## src/rtl/lsu_queue_writer_if.sv

```systemverilog
// rtl/lsu_queue_writer_if.sv - dispatch-to-queue drive/free handshake with instruction payload
interface lsu_queue_writer_if #(
    parameter int WIDTH = 113
);
    logic             i_DriveFromDispatch_1;
    logic             o_FreeToDispatch_1;
    logic [WIDTH-1:0] i_Instruction_113;

    modport master (
        output i_DriveFromDispatch_1,
        output i_Instruction_113,
        input  o_FreeToDispatch_1
    );

    modport slave (
        input  i_DriveFromDispatch_1,
        input  i_Instruction_113,
        output o_FreeToDispatch_1
    );
endinterface

```

## src/rtl/lsu_queue_writer.sv

```systemverilog
// rtl/lsu_queue_writer.sv - write side of the LSU instruction queue with Gray pointer exchange
module lsu_queue_writer #(
    parameter int DEPTH_LOG2 = 4,
    parameter int WIDTH      = 113
) (
    input  logic                              clk,
    input  logic                              rstn,
    lsu_queue_writer_if.slave                 dispatch,
    output logic [(1<<DEPTH_LOG2)*WIDTH-1:0]  o_InstructionToLSUIssue_1808,
    output logic [DEPTH_LOG2:0]               o_LSUCount_5,
    input  logic [DEPTH_LOG2:0]               i_LSUReadPtr_5,
    output logic                              o_Empty_1,
    output logic                              o_IsFirst_1,
    output logic                              o_Full_1,
    output logic [DEPTH_LOG2:0]               o_Occupancy_5
);
    localparam int DEPTH = 1 << DEPTH_LOG2;
    localparam int PW    = DEPTH_LOG2 + 1;

    logic [WIDTH-1:0] mem [DEPTH];
    logic [PW-1:0]    wbin;
    logic [PW-1:0]    rgraySync1;
    logic [PW-1:0]    rgraySync;
    logic [PW-1:0]    rbin;
    logic [PW-1:0]    wbinNext;
    logic [PW-1:0]    wgrayNext;
    logic [PW-1:0]    occNext;
    logic             freeReg;
    logic             accept;
    logic             fullMatch;

    assign dispatch.o_FreeToDispatch_1 = freeReg;

    always_comb begin
        accept    = dispatch.i_DriveFromDispatch_1 & freeReg;
        wbinNext  = wbin + PW'(accept);
        wgrayNext = wbinNext ^ (wbinNext >> 1);
        // Gray-to-binary as an XOR of all right shifts avoids a bitwise self-referencing chain.
        rbin = rgraySync;
        for (int i = 1; i < PW; i++) begin
            rbin = rbin ^ (rgraySync >> i);
        end
        occNext   = wbinNext - rbin;
        fullMatch = (wgrayNext == {~rgraySync[PW-1:PW-2], rgraySync[PW-3:0]});
    end

    always_ff @(posedge clk or negedge rstn) begin
        if (!rstn) begin
            for (int k = 0; k < DEPTH; k++) begin
                mem[k] <= '0;
            end
            wbin          <= '0;
            o_LSUCount_5  <= '0;
            rgraySync1    <= '0;
            rgraySync     <= '0;
            freeReg       <= 1'b1;
            o_Full_1      <= 1'b0;
            o_Empty_1     <= 1'b1;
            o_IsFirst_1   <= 1'b0;
            o_Occupancy_5 <= '0;
        end else begin
            rgraySync1 <= i_LSUReadPtr_5;
            rgraySync  <= rgraySync1;
            // Entry and pointer move on the same edge, so data is settled before the count is seen.
            if (accept) begin
                mem[wbin[DEPTH_LOG2-1:0]] <= dispatch.i_Instruction_113;
            end
            wbin          <= wbinNext;
            o_LSUCount_5  <= wgrayNext;
            o_Full_1      <= fullMatch;
            freeReg       <= !fullMatch;
            o_Empty_1     <= (wgrayNext == rgraySync);
            o_IsFirst_1   <= (occNext == PW'(1));
            o_Occupancy_5 <= occNext;
        end
    end

    for (genvar k = 0; k < DEPTH; k++) begin : g_flatten
        assign o_InstructionToLSUIssue_1808[k*WIDTH +: WIDTH] = mem[k];
    end
endmodule

```

## src/flat_wrapper.sv

```systemverilog
// flat-port wrapper written by rule: the top's interface ports become plain ports
module lsu_queue_writer_flat 
#(
    parameter int DEPTH_LOG2 = 4,
    parameter int WIDTH      = 113
)
  (clk, rstn, o_InstructionToLSUIssue_1808, o_LSUCount_5, i_LSUReadPtr_5, o_Empty_1, o_IsFirst_1, o_Full_1, o_Occupancy_5, dispatch_i_DriveFromDispatch_1, dispatch_i_Instruction_113, dispatch_o_FreeToDispatch_1);
  lsu_queue_writer_if #(.WIDTH(WIDTH)) dispatch_i ();
  input  logic clk;
  input  logic rstn;
  output logic [(1<<DEPTH_LOG2)*WIDTH-1:0] o_InstructionToLSUIssue_1808;
  output logic [DEPTH_LOG2:0] o_LSUCount_5;
  input  logic [DEPTH_LOG2:0] i_LSUReadPtr_5;
  output logic o_Empty_1;
  output logic o_IsFirst_1;
  output logic o_Full_1;
  output logic [DEPTH_LOG2:0] o_Occupancy_5;
  input wire logic [$bits(dispatch_i.i_DriveFromDispatch_1)-1:0] dispatch_i_DriveFromDispatch_1;
  input wire logic [$bits(dispatch_i.i_Instruction_113)-1:0] dispatch_i_Instruction_113;
  output wire logic [$bits(dispatch_i.o_FreeToDispatch_1)-1:0] dispatch_o_FreeToDispatch_1;
  assign dispatch_i.i_DriveFromDispatch_1 = dispatch_i_DriveFromDispatch_1;
  assign dispatch_i.i_Instruction_113 = dispatch_i_Instruction_113;
  assign dispatch_o_FreeToDispatch_1 = dispatch_i.o_FreeToDispatch_1;
  lsu_queue_writer #(.DEPTH_LOG2(DEPTH_LOG2), .WIDTH(WIDTH)) u_core (.clk(clk), .rstn(rstn), .dispatch(dispatch_i), .o_InstructionToLSUIssue_1808(o_InstructionToLSUIssue_1808), .o_LSUCount_5(o_LSUCount_5), .i_LSUReadPtr_5(i_LSUReadPtr_5), .o_Empty_1(o_Empty_1), .o_IsFirst_1(o_IsFirst_1), .o_Full_1(o_Full_1), .o_Occupancy_5(o_Occupancy_5));
endmodule
```

## config.mk

```make
export PLATFORM = sky130hd
export DESIGN_NAME = lsu_queue_writer_flat
export DESIGN_NICKNAME = d
export VERILOG_FILES = /design/src/rtl/lsu_queue_writer_if.sv /design/src/rtl/lsu_queue_writer.sv /design/src/flat_wrapper.sv
export SDC_FILE = /design/constraint.sdc
export NUM_CORES = 2
export LEC_CHECK = 0
export ABC_AREA = 1
export BUFFER_PORTS_ARGS = -buffer_cell sky130_fd_sc_hd__buf_2
export CAP_MARGIN = 10
export CORE_AREA = 2 2 762 764
export CTS_CLUSTER_DIAMETER = 120
export DETAILED_ROUTE_END_ITERATION = 16
export DIE_AREA = 0 0 764 766
export GPL_ROUTABILITY_DRIVEN = 0
export PLACE_DENSITY = 0.3
export SLEW_MARGIN = 20
export SYNTH_ARGS = -nofsm -noshare
export SYNTH_HDL_FRONTEND = slang
export SYNTH_SLANG_ARGS = --single-unit
```

## constraint.sdc

```tcl
create_clock -name clk -period 4.5 [get_ports clk]
set_clock_uncertainty 0.05 [all_clocks]
set_input_delay 0.675 -clock clk [delete_from_list [all_inputs] [get_ports clk]]
set_output_delay 0.675 -clock clk [all_outputs]
set_load 0.02 [all_outputs]
```

Word level (Yosys, flattened, before mapping) --
Index checks and enable logic that the tools add are counted.
Word-level totals: register bits after elaboration 1837, bits of input ports 121, output and inout bits 1822, word-level logic and storage cells 45
Cells by class: $add $sub $neg 2, magnitude comparators 2, eq/ne operators 3, muxes and demuxes 3, bitwise gates (word level) 8, reductions and logical operators 2
Operators with widths (number):
- $bwmux 1808 | 1
- $demux 113 s4 | 1
- $mux 113 | 1
- $eq 5x5->1 | 2
- $xor 5x4->5 | 2
- $add 5x1->5 | 1
- $eq 5x1->1 const B | 1
- $ge 5x5->1 const B | 1
- $lt 5x1->1 const B | 1
- $not 4->5 | 1
- $sub 5x5->5 | 1
- $xor 5x1->5 | 1
- $xor 5x2->5 | 1
- $xor 5x3->5 | 1
- $not 2->2 | 1
- $and 1x1->1 | 1
- $logic_and 1x1->1 | 1
- $logic_not 1->1 | 1

Longest topological paths before layout --
depth in word-level cells 6, mapped depth 17, gate-level depth less buffers 16

Least setup slack after synthesis --
OpenSTA, ideal clock, no wires.
path type input to register, start point in dispatch_i_DriveFromDispatch_1, end point reg u_core.o_IsFirst_1, setup time 71 ps, arrival 2544 ps, required time 4379 ps, slack 1834 ps, stages 13, buffers on the path 0, cell sequence nand2_1 -> inv_2 -> ha_1 -> ha_1 -> inv_1 -> nand3_1 -> nand2_1 -> inv_1 -> ha_1 -> or2_2 -> nor2_1 -> nand3_1 -> nor2_1
Between the ends: cells in the longest elaborated chain, start to end 4
RTL lines:
- from (decl) | line flat_wrapper.sv:18 | input wire logic [$bits(dispatch_i.i_DriveFromDispatch_1)-1:0] dispatch_i_DriveFromDispatch_1;
- $and 1x1->1 | line lsu_queue_writer.sv:35 | accept = dispatch.i_DriveFromDispatch_1 & freeReg;
- $add 5x1->5 | line lsu_queue_writer.sv:36 | wbinNext = wbin + PW'(accept);
- via u_core.wbinNext[1] | line lsu_queue_writer.sv:25 | logic [PW-1:0] wbinNext;
- $sub 5x5->5 | line lsu_queue_writer.sv:43 | occNext = wbinNext - rbin;
- via u_core.occNext[1] | line lsu_queue_writer.sv:27 | logic [PW-1:0] occNext;
- $eq 5x1->1 | line lsu_queue_writer.sv:73 | o_IsFirst_1 <= (occNext == PW'(1));
- to (signal assigned) | line lsu_queue_writer.sv:73
- to (decl) | line lsu_queue_writer.sv:13 | output logic o_IsFirst_1,
The timed path passes the listed nets, and every way through them passes these cells. A chain may end at the register's enable or synchronous reset.

Final worst setup path --
start point reg u_core.wbin[1], end point reg u_core.mem (netlist bit u_core.o_InstructionToLSUIssue_1808[110])
Between the ends: cells in the longest elaborated chain, start to end 6, elaborated cells between the ends (all ways) 7, classes of those cells 2 x order compare; 3 x mux; 1 x bitwise; 1 x reduce/logical
RTL lines:
- from (decl) | line lsu_queue_writer.sv:21 | logic [PW-1:0] wbin;
- from (signal assigned) | line lsu_queue_writer.sv:68 | wbin <= wbinNext;
- $not 4->5 (not written as such) * | line lsu_queue_writer.sv:66 | mem[wbin[DEPTH_LOG2-1:0]] <= dispatch.i_Instruction_113;
- $ge 5x5->1 (not written as such) or $lt 5x1->1 (tied branches) | line lsu_queue_writer.sv:66
- $logic_and 1x1->1 (not written as such) | line lsu_queue_writer.sv:66
- $mux 113 (not written as such) | line lsu_queue_writer.sv:66
- $demux 113 s4 * | line lsu_queue_writer.sv:66
- $bwmux 1808 * | line lsu_queue_writer.sv:66
- to (signal, indexed assignment) | line lsu_queue_writer.sv:66
- to (decl) | line lsu_queue_writer.sv:20 | logic [WIDTH-1:0] mem [DEPTH];
Mark *: on every way between the ends. The rest lies on a longest branch, timed or not.

==> run metrics <==
CP Cell Sequence=nor2_1 -> nand3_4 -> buf_12 -> nand2_1 -> o21ai_0; asr flop ratio synth=1.00; # fillers=65,300; FF+latch area=45,900 µm²; setup TNS=0 ns; WP data arrival=3.79 ns; min Tclk post-route=3.12 ns; first-pass GRT wire length=515,000 µm; total CTS buffers=237; CP top delay family=simple AND/OR/NAND/NOR gates; IO Port Bufs=1,942; die area=585,000 µm²; Cell Pwr Density=835 nW/µm²; Net Count, Synth=6,325; CTS Sinks=roughly 1,800; WL final=390,000 µm; CP endpoint kind=flop; crit-path max cell delay=0.76 ns; sequential fraction of the synthesis area=0.707; Die X=764 µm; worst min path class=input port to flop; Tot GR Track Use=0.128; max cap viols=0; critical path class=flop to flop; Rows=279; Syn-to-layout area delta=41.9%; HP Start=dispatch_i_Instruction_113[2]; unique cell type count in the Yosys netlist=25; share of cells above drive strength 1=0.312; Slew Limit Fails=0; P_leak=between 40 and 50 nW; Synth top cells by count=nand2_1, dfrtp_1, o21ai_0; dominant synthesized flop cell=dfrtp_1; Worst Tran Pin Value=1.18 ns; clock root buffer=clkbuf_16; setup violators final=0; largest cells by area after synthesis=dfrtp_1, o21ai_0, nand2_1; initial antenna violation count=115; RSZ-0062 raised after global routing=no; Slowest cell on crit path=nand3_4; fmax=321 MHz; number of global-route vias before repair=52,200; Peak VDD IR=approximately 0.35 mV; Reg-to-Reg Start=u_core.wbin[1]; die height=766 µm; reg2reg setup slack=about 1.4 ns; Initial Util=0.113; 1st-pass router iterations=5; core area=576,000 µm²; clock latency on the worst-skew pair=0.94 ns; Resize count post-CTS=0; CTS max path bufs=4; Detailed Place HPWL=283,000 µm; Via density=3.31; CTS H-Tree Depth=4; IO Count=~2,000; post-synth design cell area=65,000 µm²; CP Launch Type=flop; Reg clk slew, reported paths=0.06 ns; final hold violations=0; largest net degree at the start of global routing=121; number of synthesized register bits=1,836; crit-path max FO=75; synthesized instance count=6,198; final worst-path cycle share=0.693; gr ovfl total=0; Worst Path Buf+Inv=1; via count=53,000; Crit path required time=5.17 ns; WHS=0.120 ns; leading area contributor after synthesis=dfrtp_1; DRT antenna net count=0; Post-synth EDFFs=0; drt drc=0; CP startpoint=u_core.wbin[1]; top-area cell type share of the netlist area=0.706; wire per inst=24.4 µm; status=completed; NumNets Final=8,206; Yosys Warn Count=0; syn_area_per_cell=10.5 µm²; Multi-input gate area=16,700 µm²; Slew headroom=0.213; TritonCTS clock tree=yes; count leader, synth=nand2_1; starting DRC count in detailed routing=3,767
-- metrics by stage --
step | total power [W] | setup WS [ns] | instance area, µm² | cells | utilization
after floorplan | 0.0434 | 1.83 | 65000 | 6198 | -
final | 0.0771 | 1.38 | 92300 | 16000 | 0.160
after CTS | 0.0784 | 1.45 | 92200 | 16000 | 0.160
after detailed placement | 0.0588 | 1.30 | 84500 | 15600 | 0.147
after global placement | 0.0587 | 1.23 | 84500 | 15600 | 0.147
after global routing | 0.0819 | 1.29 | 92200 | 16000 | 0.160
-- logic make-up (layout without fill, tap and decap cells) --
logic type	Yosys count	count (layout)	share of synthesized area
adders and majority gates	6	6	0.00115
other	0	40	0
AOI/OAI and AO/OA	1809	1809	0.139
DFF	1836	1836	0.707
buffers and inverters	636	2692	0.0397
xor gates and xnor gates	13	13	0.00216
and+or+nand+nor	1898	1898	0.111
-- layout make-up --
class / instances / area share
well taps: 7727 / 0.105
diodes: 40 / 0.00108
repair buffers: 2141 / 0.127
flip-flops and latches: 1836 / 0.498
multi-input cells: 3726 / 0.181
clock inverters: 49 / 0.00635
inverters: 137 / 0.00557
clock buffers: 365 / 0.0761
-- layer usage --
layer / GRT usage / vias to the layer above / routed length, µm
li1: - / 24100 / -
met1: 0.170 / 26400 / 172000
met2: 0.201 / 2220 / 173000
met3: 0.0415 / 363 / 36800
met4: 0.0279 / 0 / 8900
met5: 0 / - / 0
-- flip-flops by register name, indices dropped and copies added, names as in the netlist --
signal                               count
u_core.o_Full_1                          1
u_core.o_IsFirst_1                       1
u_core.rgraySync                         5
u_core.o_Occupancy_5                     5
u_core.rgraySync1                        5
u_core.o_Empty_1                         1
u_core.o_LSUCount_5                      5
u_core.wbin                              4
u_core.dispatch.o_FreeToDispatch_1       1
u_core.o_InstructionToLSUIssue_1808   1808
-- layout by cell type (no fill, tap or decap), types with 5 or more instances in the layout --
cell type | netlist | layout
buf_12 | 0 | 40
o21ai_0 | 1787 | 1787
xor2_1 | 9 | 9
nand3_1 | 12 | 12
clkbuf_1 | 331 | 69
inv_1 | 135 | 65
buf_4 | 1 | 152
o21ai_1 | 21 | 21
nand2_1 | 1850 | 1850
dlygate4sd3_1 | 0 | 8
buf_2 | 154 | 1941
nor2_2 | 5 | 5
inv_2 | 2 | 69
dfrtp_1 | 1834 | 1834
clkinv_16 | 0 | 7
nand2_8 | 0 | 12
clkinv_2 | 0 | 26
ha_1 | 6 | 6
nor2_1 | 11 | 11
clkbuf_8 | 0 | 57
diode_2 | 0 | 40
clkbuf_16 | 0 | 239
-- what timing repair did --
action                                 CTS  global route
setup buffers                            0             0
endpoints found under the hold margin   46             0
hold buffers                             8             0
-- worst min-delay path: stages --
cell	delay, ns
buf_2	0.09
inv_2	0.08
o21ai_0	0.16
-- path summary, 6_finish.rpt --
| kind | endpoint | cells past startpoint |
|---|---|---|
| setup / recovery | u_core.o_InstructionToLSUIssue_1808[110] | 5 |
| hold / removal | u_core.o_InstructionToLSUIssue_1808[228] | 3 |
| setup reg to reg | u_core.o_InstructionToLSUIssue_1808[110] | 5 |
| hold reg to reg | u_core.rgraySync[4] | 0 |
| max in group asynchronous | u_core.o_InstructionToLSUIssue_1808[252] | 4 |
| min in group asynchronous | u_core.o_InstructionToLSUIssue_1808[627] | 2 |
-- where the power goes --
part	switching [W]	internal, W	total, W	leakage [nW]
sequential	0.00373	0.0237	0.0275	23.4
combinational	0.0223	0.00836	0.0307	18.0
clock	0.00806	0.0109	0.0190	3.72
total	0.0341	0.0430	0.0771	45.1
No activity file was read; power rests on OpenSTA's default activity.
